[src/rtl/lap_recorder.sv]
// Lap recorder for a BCD stopwatch: captures split times on lap presses, shows each
// split for a fixed hold time, and keeps up to DEPTH laps for later viewing.
// Optional feature macro: LAP_RECORDER_RECALL_EN enables the RECALL mode that steps
// through stored laps with recall_btn. Without it recall_btn is ignored.
module lap_recorder #(
    parameter int unsigned DEPTH       = 4,
    parameter int unsigned HOLD_CYCLES = 200000000
) (
    input  logic       clk,
    input  logic       reset,
    input  logic [3:0] tenths,
    input  logic [3:0] sec_ones,
    input  logic [3:0] sec_tens,
    input  logic       running,
    input  logic       lap_btn,
    input  logic       recall_btn,
    output logic [3:0] disp_tens,
    output logic [3:0] disp_ones,
    output logic [3:0] disp_tenths,
    output logic [1:0] mode,
    output logic [3:0] lap_count,
    output logic [2:0] lap_index,
    output logic       full
);

    localparam int unsigned     HoldW    = (HOLD_CYCLES > 2) ? $clog2(HOLD_CYCLES) : 1;
    localparam logic [HoldW-1:0] HoldLoad = HoldW'(HOLD_CYCLES - 1);
    localparam logic [3:0]      DepthCnt = 4'(DEPTH);

    typedef enum logic [1:0] {
        StLive   = 2'b00,
        StSplit  = 2'b01,
        StRecall = 2'b10
    } mode_e;

    mode_e            mode_q;
    logic [3:0]       lap_count_q;
    logic [2:0]       lap_index_q;
    logic             full_q;
    logic [HoldW-1:0] hold_q;
    logic [11:0]      disp_q;

    logic             lap_prev_q;
    // Set when reset releases with the button already down; cleared on release.
    logic             lap_held_q;

    logic [11:0]      live;
    logic             lap_ev;
    logic             capture;

    assign live    = {sec_tens, sec_ones, tenths};
    assign lap_ev  = lap_btn & ~lap_prev_q & ~lap_held_q;
    assign capture = lap_ev & running & ~full_q & (mode_q != StRecall);

    // Lap button edge detector with post-reset hold-off.
    always_ff @(posedge clk) begin
        if (reset) begin
            lap_prev_q <= 1'b0;
            lap_held_q <= lap_btn;
        end else begin
            lap_prev_q <= lap_btn;
            if (!lap_btn) begin
                lap_held_q <= 1'b0;
            end
        end
    end

`ifdef LAP_RECORDER_RECALL_EN
    localparam int unsigned IdxW = (DEPTH > 2) ? $clog2(DEPTH) : 1;

    logic        rec_prev_q;
    logic        rec_held_q;
    logic        recall_ev;
    logic        recall_enter;
    logic        last_entry;
    logic [2:0]  next_idx;
    logic [11:0] mem_q [DEPTH];

    assign recall_ev    = recall_btn & ~rec_prev_q & ~rec_held_q;
    // A capturing lap press wins over a simultaneous recall press.
    assign recall_enter = recall_ev & (mode_q != StRecall) & (lap_count_q != 4'd0) & ~capture;
    assign last_entry   = ({1'b0, lap_index_q} + 4'd1) == lap_count_q;
    assign next_idx     = lap_index_q + 3'd1;

    // Recall button edge detector with post-reset hold-off.
    always_ff @(posedge clk) begin
        if (reset) begin
            rec_prev_q <= 1'b0;
            rec_held_q <= recall_btn;
        end else begin
            rec_prev_q <= recall_btn;
            if (!recall_btn) begin
                rec_held_q <= 1'b0;
            end
        end
    end

    // Lap storage; not cleared on reset since lap_count masks stale entries.
    always_ff @(posedge clk) begin
        if (capture) begin
            mem_q[lap_count_q[IdxW-1:0]] <= live;
        end
    end
`else
    logic unused_recall;
    assign unused_recall = recall_btn;
`endif

    // Mode FSM with registered display, lap counter, index and status outputs.
    always_ff @(posedge clk) begin
        if (reset) begin
            mode_q      <= StLive;
            lap_count_q <= 4'd0;
            lap_index_q <= 3'd0;
            full_q      <= 1'b0;
            hold_q      <= '0;
            disp_q      <= 12'd0;
        end else begin
            unique case (mode_q)
                StLive, StSplit: begin
                    if (capture) begin
                        mode_q      <= StSplit;
                        lap_count_q <= lap_count_q + 4'd1;
                        full_q      <= (lap_count_q + 4'd1) == DepthCnt;
                        hold_q      <= HoldLoad;
                        disp_q      <= live;
`ifdef LAP_RECORDER_RECALL_EN
                    end else if (recall_enter) begin
                        mode_q      <= StRecall;
                        lap_index_q <= 3'd0;
                        hold_q      <= '0;
                        disp_q      <= mem_q[0];
`endif
                    end else if ((mode_q == StSplit) && (hold_q != '0)) begin
                        hold_q <= hold_q - HoldW'(1);
                    end else begin
                        // LIVE tracking, or the split hold has just expired.
                        mode_q <= StLive;
                        disp_q <= live;
                    end
                end
`ifdef LAP_RECORDER_RECALL_EN
                StRecall: begin
                    if (recall_ev) begin
                        if (last_entry) begin
                            mode_q      <= StLive;
                            lap_index_q <= 3'd0;
                            disp_q      <= live;
                        end else begin
                            lap_index_q <= next_idx;
                            disp_q      <= mem_q[next_idx[IdxW-1:0]];
                        end
                    end
                end
`endif
                default: begin
                    mode_q      <= StLive;
                    lap_index_q <= 3'd0;
                    disp_q      <= live;
                end
            endcase
        end
    end

    assign disp_tens   = disp_q[11:8];
    assign disp_ones   = disp_q[7:4];
    assign disp_tenths = disp_q[3:0];
    assign mode        = mode_q;
    assign lap_count   = lap_count_q;
    assign lap_index   = lap_index_q;
    assign full        = full_q;

endmodule
[config.mk]
export PLATFORM = sky130hd
export DESIGN_NAME = lap_recorder
export DESIGN_NICKNAME = d
export VERILOG_FILES = /design/src/rtl/lap_recorder.sv
export SDC_FILE = /design/constraint.sdc
export NUM_CORES = 1
export LEC_CHECK = 0
export CAP_MARGIN = 25
export CORE_ASPECT_RATIO = 0.8
export CORE_MARGIN = 2
export CORE_UTILIZATION = 54
export CTS_BUF_LIST = sky130_fd_sc_hd__clkbuf_8
export DETAILED_ROUTE_END_ITERATION = 12
export PLACE_DENSITY = 0.81
export SYNTH_ARGS = -nofsm -noshare
export SYNTH_HDL_FRONTEND = slang
export SYNTH_SLANG_ARGS = --single-unit
[constraint.sdc]
create_clock -name clk -period 3.1 [get_ports clk]
set_input_delay 0.93 -clock clk [delete_from_list [all_inputs] [get_ports clk]]
set_output_delay 0.93 -clock clk [all_outputs]
set_load 0.05 [all_outputs]
======== Yosys cells after proc, flatten, opt, wreduce, memory -nomap -nowiden ========
Cells that the tools add are included.
word-level totals
  register bits after elaboration ......... 48
  output and inout bits ................... 22
  logic and storage cells ................. 38
operators by class
  $add $sub $neg .......................... 2
  eq/ne operators ......................... 4
  mux-type cells .......................... 9
  bitwise operators ....................... 8
  reduce and logical (&&, ||, !) cells .... 8
operator list
  operator                                              number
  two-way mux 28 bit                                    2
  two-way mux 12 bit                                    3
  nonzero test 28 bit                                   1
  subtractor 28 x 1 -> 28 bit (second input constant)   1
  adder 4 x 1 -> 4 bit (second input constant)          1
  bitwise AND 1 bit                                     4
  equality test 4 x 3 -> 1 bit (second input constant)  1
  two-way mux 1 bit                                     4
  inequality test 2 bit (second input constant)         2
  NOT 1 bit                                             4
  AND reduction 2 bit                                   2
  OR reduction 2 bit                                    2
  inequality test 3 bit (second input constant)         1
  logical NOT 2 bit                                     1
  nonzero test 2 bit                                    1
  logical AND 1 bit                                     1

======== Logic depth before layout (Yosys ltp) ========
Gate-level depths: netlist of run 1.
  word-level depth ........................ 7
  gate-level depth with buffers ........... 9
  gate-level depth less buffers ........... 7

======== Least setup slack after synthesis of run 1 ========
OpenSTA, ideal clock, no wires.
  path type ............................... reg2reg
  start point ............................. register hold_q[0]
  end point ............................... register hold_q[25]
  setup time .............................. 0.137 ns
  data arrival time ....................... 2.302 ns
  data required time ...................... 2.963 ns
  path slack .............................. 0.662 ns
  stages on the path, launching flop included .. 9
  path buffers ............................ 1
  period minus slack after synthesis ...... 2.438 ns
  path through ............................ dfxtp_1 -> inv_1 -> ha_1 -> or4b_2 -> or4_4 -> buf_6 -> o311ai_4 -> or4_1 -> a31oi_1
on the way
  cells in the longest elaborated chain, start to end .. 4
RTL lines
  element                                                                              RTL line  source
  start: declaration                                                                   40        logic [HoldW-1:0] hold_q;
  start signal: assignment                                                             125       hold_q <= HoldLoad;
  start signal: assignment                                                             135       hold_q <= hold_q - HoldW'(1);
  parallel branches: the longest is 4 deep, another holds subtractor 28 x 1 -> 28 bit  n/a
Parallel ways; which one is timed is not known. The select of a mux whose other input is x is not followed.
A chain may end at the register's enable or synchronous reset.

======== Worst setup path in the final report of run 1 ========
  start point ............................. register hold_q[0]
  end point ............................... register hold_q[0]
Same word-level chain as after synthesis.

==> impl_metrics.json, run 1 <==
{
  "status": "complete, no violations",
  "cts_tree": "built",
  "slew_headroom_pct": 51.13,
  "syn2layout_area_growth_pct": 20.56,
  "ios": 39,
  "via_per_inst": 5.857,
  "synth_edf_count": 1,
  "hold_viol": 0,
  "syn_inst": 256,
  "finClkSkew_ns": 0.009487,
  "drt-total-wl_mm": 4.978,
  "dp_hpwl_mm": 3.318,
  "synth_top_area_cell": "dfxtp_1",
  "finalSetupViolCount": 0,
  "holdWs_ns": 0.4680,
  "period_share_pct": 88.48,
  "cellLeakagePower_uw": 0.0009522,
  "ys.flop_type": "dfxtp_1",
  "netlist.area_leader.share_pct": 41.57,
  "r2r_start": "hold_q[0]$_SDFFE_PP0P_",
  "hold_path_startpoint": "disp_q[5]$_SDFFE_PP0P_",
  "path_clk_slew_ns": 0.09,
  "rsz0062_at_grt": "false",
  "grt.total_usage_pct": 20.43,
  "clk_latency_ns": 0.30,
  "holdPathEnd": "disp_q[5]$_SDFFE_PP0P_",
  "r2r_slack_ns": 0.36,
  "ys_ff_latch": 48,
  "drtAntennaViolNets": 0,
  "fin_setup_tns_ns": 0,
  "p_total_uw": 1574,
  "drc": 0,
  "synth_area_leaders": "dfxtp_1 42%, a21oi_1 5.5%, xnor2_1 5.0%, nand3_1 3.3%, o21ai_0 3.1%",
  "numCtsBuffers": 5,
  "cp-end-kind": "flip-flop",
  "cap_violations": 0,
  "ctsResizeCount": 0,
  "die_w_um": 76.39,
  "slew_violations": 0,
  "ys_async_sr_fraction_pct": 0,
  "r2r-end": "hold_q[0]$_SDFFE_PP0P_",
  "critical_path_class": "flip-flop to flip-flop",
  "p_per_area_nw_per_um2": 576.8,
  "synth_most_common_cell": "dfxtp_1",
  "clockRootBuffer": "clkbuf_8",
  "clock-sinks": 48,
  "reg2reg_depth": 7,
  "critPathMaxStageDelay_ns": 0.61,
  "syn-cell-area_um2": 2263,
  "antenna_found_initial": 0,
  "clockBufferDepth": 2,
  "crit_fanout": 22,
  "diodes": 0,
  "crit_chain": "inv_1 -> ha_1 -> or4b_2 -> or4_4 -> o21a_1 -> xnor2_1 -> a21oi_1",
  "synth.avg_cell_area_um2": 8.841,
  "grt_max_degree": 23,
  "cp.required_ns": 3.28,
  "fmax_ghz": 0.3646,
  "hp-class": "flip-flop to flip-flop",
  "grt_pass1_wl_mm": 7.886,
  "fin_nets": 305,
  "synthTopCellsByCount": "47 x dfxtp_1, 25 x a21oi_1, 17 x nor2_1, 15 x nand3_1, 14 x o21ai_0",
  "instances_no_fill": 343,
  "yosysSeqAreaShare_pct": 42.90,
  "cts_hold_buf": 0,
  "period_minus_slack_ns": 2.743,
  "coreArea_um2": 4099,
  "io_buffers": 33,
  "min_path_cells": 2,
  "vias": 2009,
  "drive_gt1_share_pct": 7.692,
  "cp.arrival_ns": 2.92,
  "ir_drop_uv": 311.4,
  "postCtsSetupBuffers": 0,
  "ys_warn_count": 0,
  "drtIter0Drc": 195,
  "worst_slew_pin_slew_ns": 0.7330,
  "start_util_pct": 55.22,
  "rows": 21,
  "worst_path_max_delay_cell": "or4b_2",
  "wl_per_cell_um": 14.51,
  "htreeDepth": 2,
  "finalWeightedCongestion": 0.8185,
  "dieArea_um2": 4729,
  "drt_pass1_iterations": 4,
  "dp_cells": 335,
  "overflow": 0,
  "ys_types": 46,
  "grt_pass1_vias": 1712,
  "die_y_um": 61.91,
  "start_kind": "flip-flop"
}
[sequential cells by signal (all words and copies together), names as in the netlist]
register	flops
hold_q	28
disp_q	12
lap_count	4
full	1
lap_held_q	1
lap_prev_q	1
mode	1
[metal layers]
layer	part of all wire (%)	track usage (%)
met1	47	27.77
met2	47	34.51
met3	5.2	3.757
met4	0.32	5.455
met5	0	0
[kinds of logic (layout without fill, tap and decap cells)]
family	Yosys count	count (layout)	synth area share, %
adder cells (fa/ha/maj)	3	3	1.659
AO/OA/AOI/OAI	70	70	19.74
other	1	4	0.1657
flip-flops	48	48	42.90
XOR/XNOR	19	19	7.352
buffers and inverters	25	52	5.583
AND/OR/NAND/NOR	90	90	22.61
[layout make-up]
type / count / area, µm²
Timing Repair Buffer: 40 / 382.9
Sequential cell: 48 / 970.9
Multi-Input combinational cell: 186 / 1177
Clock buffer: 5 / 68.82
Clock inverter: 3 / 42.54
Tap cell: 57 / 71.32
Fill cell: 354 / 1370
Inverter: 4 / 15.01
[cells in the final DEF (no fill, tap or decap), types with 2 or more instances in the layout]
cell,n
dfxtp_1,47
clkdlybuf4s50_1,33
a21oi_1,25
nor2_1,17
nand3_1,15
o21ai_0,14
xnor2_1,13
a31oi_1,9
nand2_1,8
or4_1,8
or3_1,8
nor4_1,7
buf_4,7
xor2_1,6
nor3_1,5
clkbuf_8,5
inv_1,4
nand4_1,4
a211oi_1,4
conb_1,4
nor3b_1,3
and3_1,3
o31ai_1,3
o21ai_1,3
ha_1,3
nor4b_1,2
and2_1,2
or2_2,2
a2111oi_0,2
o41ai_1,2
o211ai_1,2
[worst max-delay path by stage]
stage,from,endpoint,slack [ns],depth (start not counted)
6_report,hold_q[0]$_SDFFE_PP0P_,hold_q[0]$_SDFFE_PP0P_,0.36,7
5_1_grt,hold_q[0]$_SDFFE_PP0P_,hold_q[17]$_SDFFE_PP0P_,0.21,7
4_1_cts,hold_q[0]$_SDFFE_PP0P_,hold_q[0]$_SDFFE_PP0P_,0.35,7
3_5_place_dp,hold_q[0]$_SDFFE_PP0P_,hold_q[5]$_SDFFE_PP0P_,0.37,7
3_3_place_gp,hold_q[0]$_SDFFE_PP0P_,hold_q[17]$_SDFFE_PP0P_,0.39,7
2_1_floorplan,hold_q[0]$_SDFFE_PP0P_,hold_q[25]$_SDFFE_PP0P_,0.66,8
[stage by stage]
| step | instance area, µm² | util, % | setup WS, ns |
|---|---|---|---|
| after floorplan | 2275 | - | 0.6619 |
| after global placement | 2618 | 63.86 | 0.3933 |
| after detailed placement | 2618 | 63.86 | 0.3740 |
| after CTS | 2729 | 66.58 | 0.3545 |
| after global routing | 2729 | 66.58 | 0.2139 |
| final | 2729 | 66.58 | 0.3571 |
[worst max-delay path, delay by kind of cell (launching register included)]
family	cells	cell delay, ns
and+or+nand+nor	2	1.14
adders and majority gates	1	0.14
DFF	1	0.36
buffers and inverters	1	0.09
xor gates and xnor gates	1	0.30
AOI/OAI and AO/OA	2	0.58
[power by group]
part	total, µW	switching [µW]	internal, µW
Clock	454	215	239
Sequential	705	41.9	663
Combinational	415	264	151
Total	1570	521	1050
Power figures use the tool's default switching activity.
==> run 2: changes to the inputs <==
- CORE_UTILIZATION: 54 -> 59
- CTS_CLUSTER_DIAMETER: not set -> 60
- PLACE_DENSITY: 0.81 -> 0.88
- clock period: 3.1 -> 3.5 ns (I/O delays scaled with it)
==> run 2 against run 1 <==
Clock-buffer cell count did not move. Cell count fell by 3.8%. Clock skew rose by 0.00055 ns. Setup slack improved by 0.37 ns. Combinational power fell by 12%. Sequential power fell by 11%. Clock power rose by 21%. Utilization rose by 7.5 points. Routed wire length rose by 6.1%. Highest routed layer unchanged.
==> impl_metrics.json, run 2 (synthesis gave the netlist of run 1 again) <==
{
  "cp.required_ns": 2.45,
  "pre_cts_slack_ns": 0.6824,
  "fin_area_um2": 2760,
  "ir_drop_uv": 371.3,
  "drtAntennaViolNets": 0,
  "worstPathBufferInverterCount": 1,
  "die_y_um": 59.40,
  "reg2reg_depth": 7,
  "final_common_cell": "dfxtp_1",
  "rows": 20,
  "cts_hold_buf": 0,
  "cellLeakagePower_uw": 0.0009762,
  "finalWeightedCongestion": 0.8605,
  "swShare_pct": 30.21,
  "cp-end-kind": "primary output",
  "power.switching_uw": 464.9,
  "p_per_area_nw_per_um2": 557.6,
  "syn2layout_area_growth_pct": 21.95,
  "drtIter0Drc": 117,
  "numCtsBuffers": 5,
  "regArea_um2": 970.9,
  "clockPowerShare_pct": 35.7,
  "coreArea_um2": 3729,
  "period_minus_slack_ns": 2.777,
  "worst_path_max_delay_cell": "clkdlybuf4s50_1",
  "largest_reg_flops": 28,
  "dieArea_um2": 4351,
  "vias": 2052,
  "p_comb_share_pct": 23.6,
  "overflow": 0,
  "instances_no_fill": 330,
  "grt_pass1_wl_mm": 8.776,
  "drc": 0,
  "wl_per_cell_um": 16.01,
  "cp.arrival_ns": 1.73,
  "antenna_found_initial": 0,
  "clockRootBuffer": "clkbuf_8",
  "clockBufferDepth": 2,
  "rsz0062_at_grt": "false",
  "hp-class": "flip-flop to flip-flop",
  "grt_pass1_vias": 1845,
  "grt.total_usage_pct": 25.77,
  "die_w_um": 73.25,
  "fin_setup_tns_ns": 0,
  "ctsResizeCount": 0,
  "r2r-end": "hold_q[17]$_SDFFE_PP0P_",
  "p_seq_share_pct": 40.7,
  "fmax_ghz": 0.3601,
  "placed_area_um2": 2601,
  "via_per_inst": 6.218,
  "start_util_pct": 60.70,
  "final_cell_mix": "47 x dfxtp_1, 33 x clkdlybuf4s50_1, 25 x a21oi_1",
  "path_clk_slew_ns": 0.09,
  "crit_chain": "clkdlybuf4s50_1",
  "crit_fanout": 9,
  "cap_violations": 0,
  "cp_top_family": "buffers and inverters",
  "htreeDepth": 2,
  "io_buffers": 33,
  "drt-total-wl_mm": 5.283,
  "slew_headroom_pct": 49.15,
  "postCtsSetupBuffers": 0,
  "finClkSkew_ns": 0.01004,
  "ios": 39,
  "slew_violations": 0,
  "r2r_start": "hold_q[0]$_SDFFE_PP0P_",
  "drive_gt1_share_pct": 7.692,
  "hold_viol": 0,
  "status": "complete, no violations",
  "p_int_uw": 1074,
  "drt_pass1_iterations": 4,
  "endpoint": "mode[0]",
  "grt_max_degree": 23,
  "fill_cells": 279,
  "cp.depth": 1,
  "multi_input_area_um2": 1177,
  "fin_util_pct": 74.03,
  "finalWorstSetupSlack_ns": 0.7229,
  "worst_slew_pin_slew_ns": 0.7557,
  "dp_cells": 322,
  "diodes": 0,
  "clock-sinks": 48,
  "dp_hpwl_mm": 3.545,
  "critical_path_class": "flip-flop to primary output",
  "period_share_pct": 79.35,
  "clk_latency_ns": 0.30,
  "finalSetupViolCount": 0,
  "critPathMaxStageDelay_ns": 0.88,
  "start_kind": "flip-flop",
  "r2r_slack_ns": 0.73,
  "fin_nets": 305,
  "regMostFlops": "hold_q",
  "cts_tree": "built",
  "cp-startpoint": "mode[0]$_SDFFE_PP0P_"
}
## run 2: cell count changes in the layout (fill, tap and decap cells not counted)
| cell | change |
|---|---|
| clkinv_2 | -1 |
| clkinvlp_4 | -1 |
| bufinv_16 | +2 |
## run 2: worst min-delay path by stage
stage,depth (start not counted),to,slack (ns),from
after floorplan,2,hold_q[13]$_SDFFE_PP0P_,0.46,hold_q[13]$_SDFFE_PP0P_
after global placement,2,disp_q[8]$_SDFFE_PP0P_,0.45,disp_q[8]$_SDFFE_PP0P_
after detailed placement,2,disp_q[8]$_SDFFE_PP0P_,0.46,disp_q[8]$_SDFFE_PP0P_
after CTS,2,disp_q[8]$_SDFFE_PP0P_,0.47,disp_q[8]$_SDFFE_PP0P_
after global routing,2,disp_q[10]$_SDFFE_PP0P_,0.49,disp_q[10]$_SDFFE_PP0P_
final,2,disp_q[8]$_SDFFE_PP0P_,0.47,disp_q[8]$_SDFFE_PP0P_
## run 2: final cells by class
| cell class | count | area share [%] |
|---|---|---|
| inverter | 4 | 0.5440 |
| tap | 44 | 1.995 |
| multi-input combinational | 186 | 42.66 |
| timing repair buffer | 40 | 13.87 |
| clock inverter | 3 | 3.264 |
| clock buffer | 5 | 2.493 |
| sequential | 48 | 35.18 |
## run 2: layer usage
layer | share of wire (%) | vias to the layer above | global-route usage [%]
met5 | 0 | - | 0
met4 | 1.5 | 0 | 8.466
met3 | 4.4 | 11 | 4.252
met2 | 47 | 59 | 39.12
met1 | 47 | 982 | 37.28
li1 | - | 1000 | -
## run 2: power by group through the flow
| stage | clock, µW | sequential, µW | combinational [µW] |
|---|---|---|---|
| after floorplan | 0 | 669 | 234 |
| after global placement | 0 | 635 | 346 |
| after detailed placement | 0 | 637 | 353 |
| after CTS | 554 | 626 | 360 |
| after global routing | 578 | 632 | 396 |
| final | 549 | 627 | 364 |
## run 2: worst register-to-register path, delay by kind of cell (launching register included)
family,cells,cell delay [ns]
and+or+nand+nor,3,1.21
DFF,1,0.37
AOI/OAI and AO/OA,2,0.84
buffers and inverters,1,0.10
adders and majority gates,1,0.15
## run 2: per-stage QoR
stage / hold WS (ns) / total power (µW)
finish: 0.4661 / 1539
global route: 0.4896 / 1606
CTS: 0.4692 / 1540
detailed placement: 0.4573 / 990.9
global placement: 0.4482 / 980.8
floorplan: 0.4552 / 903.1
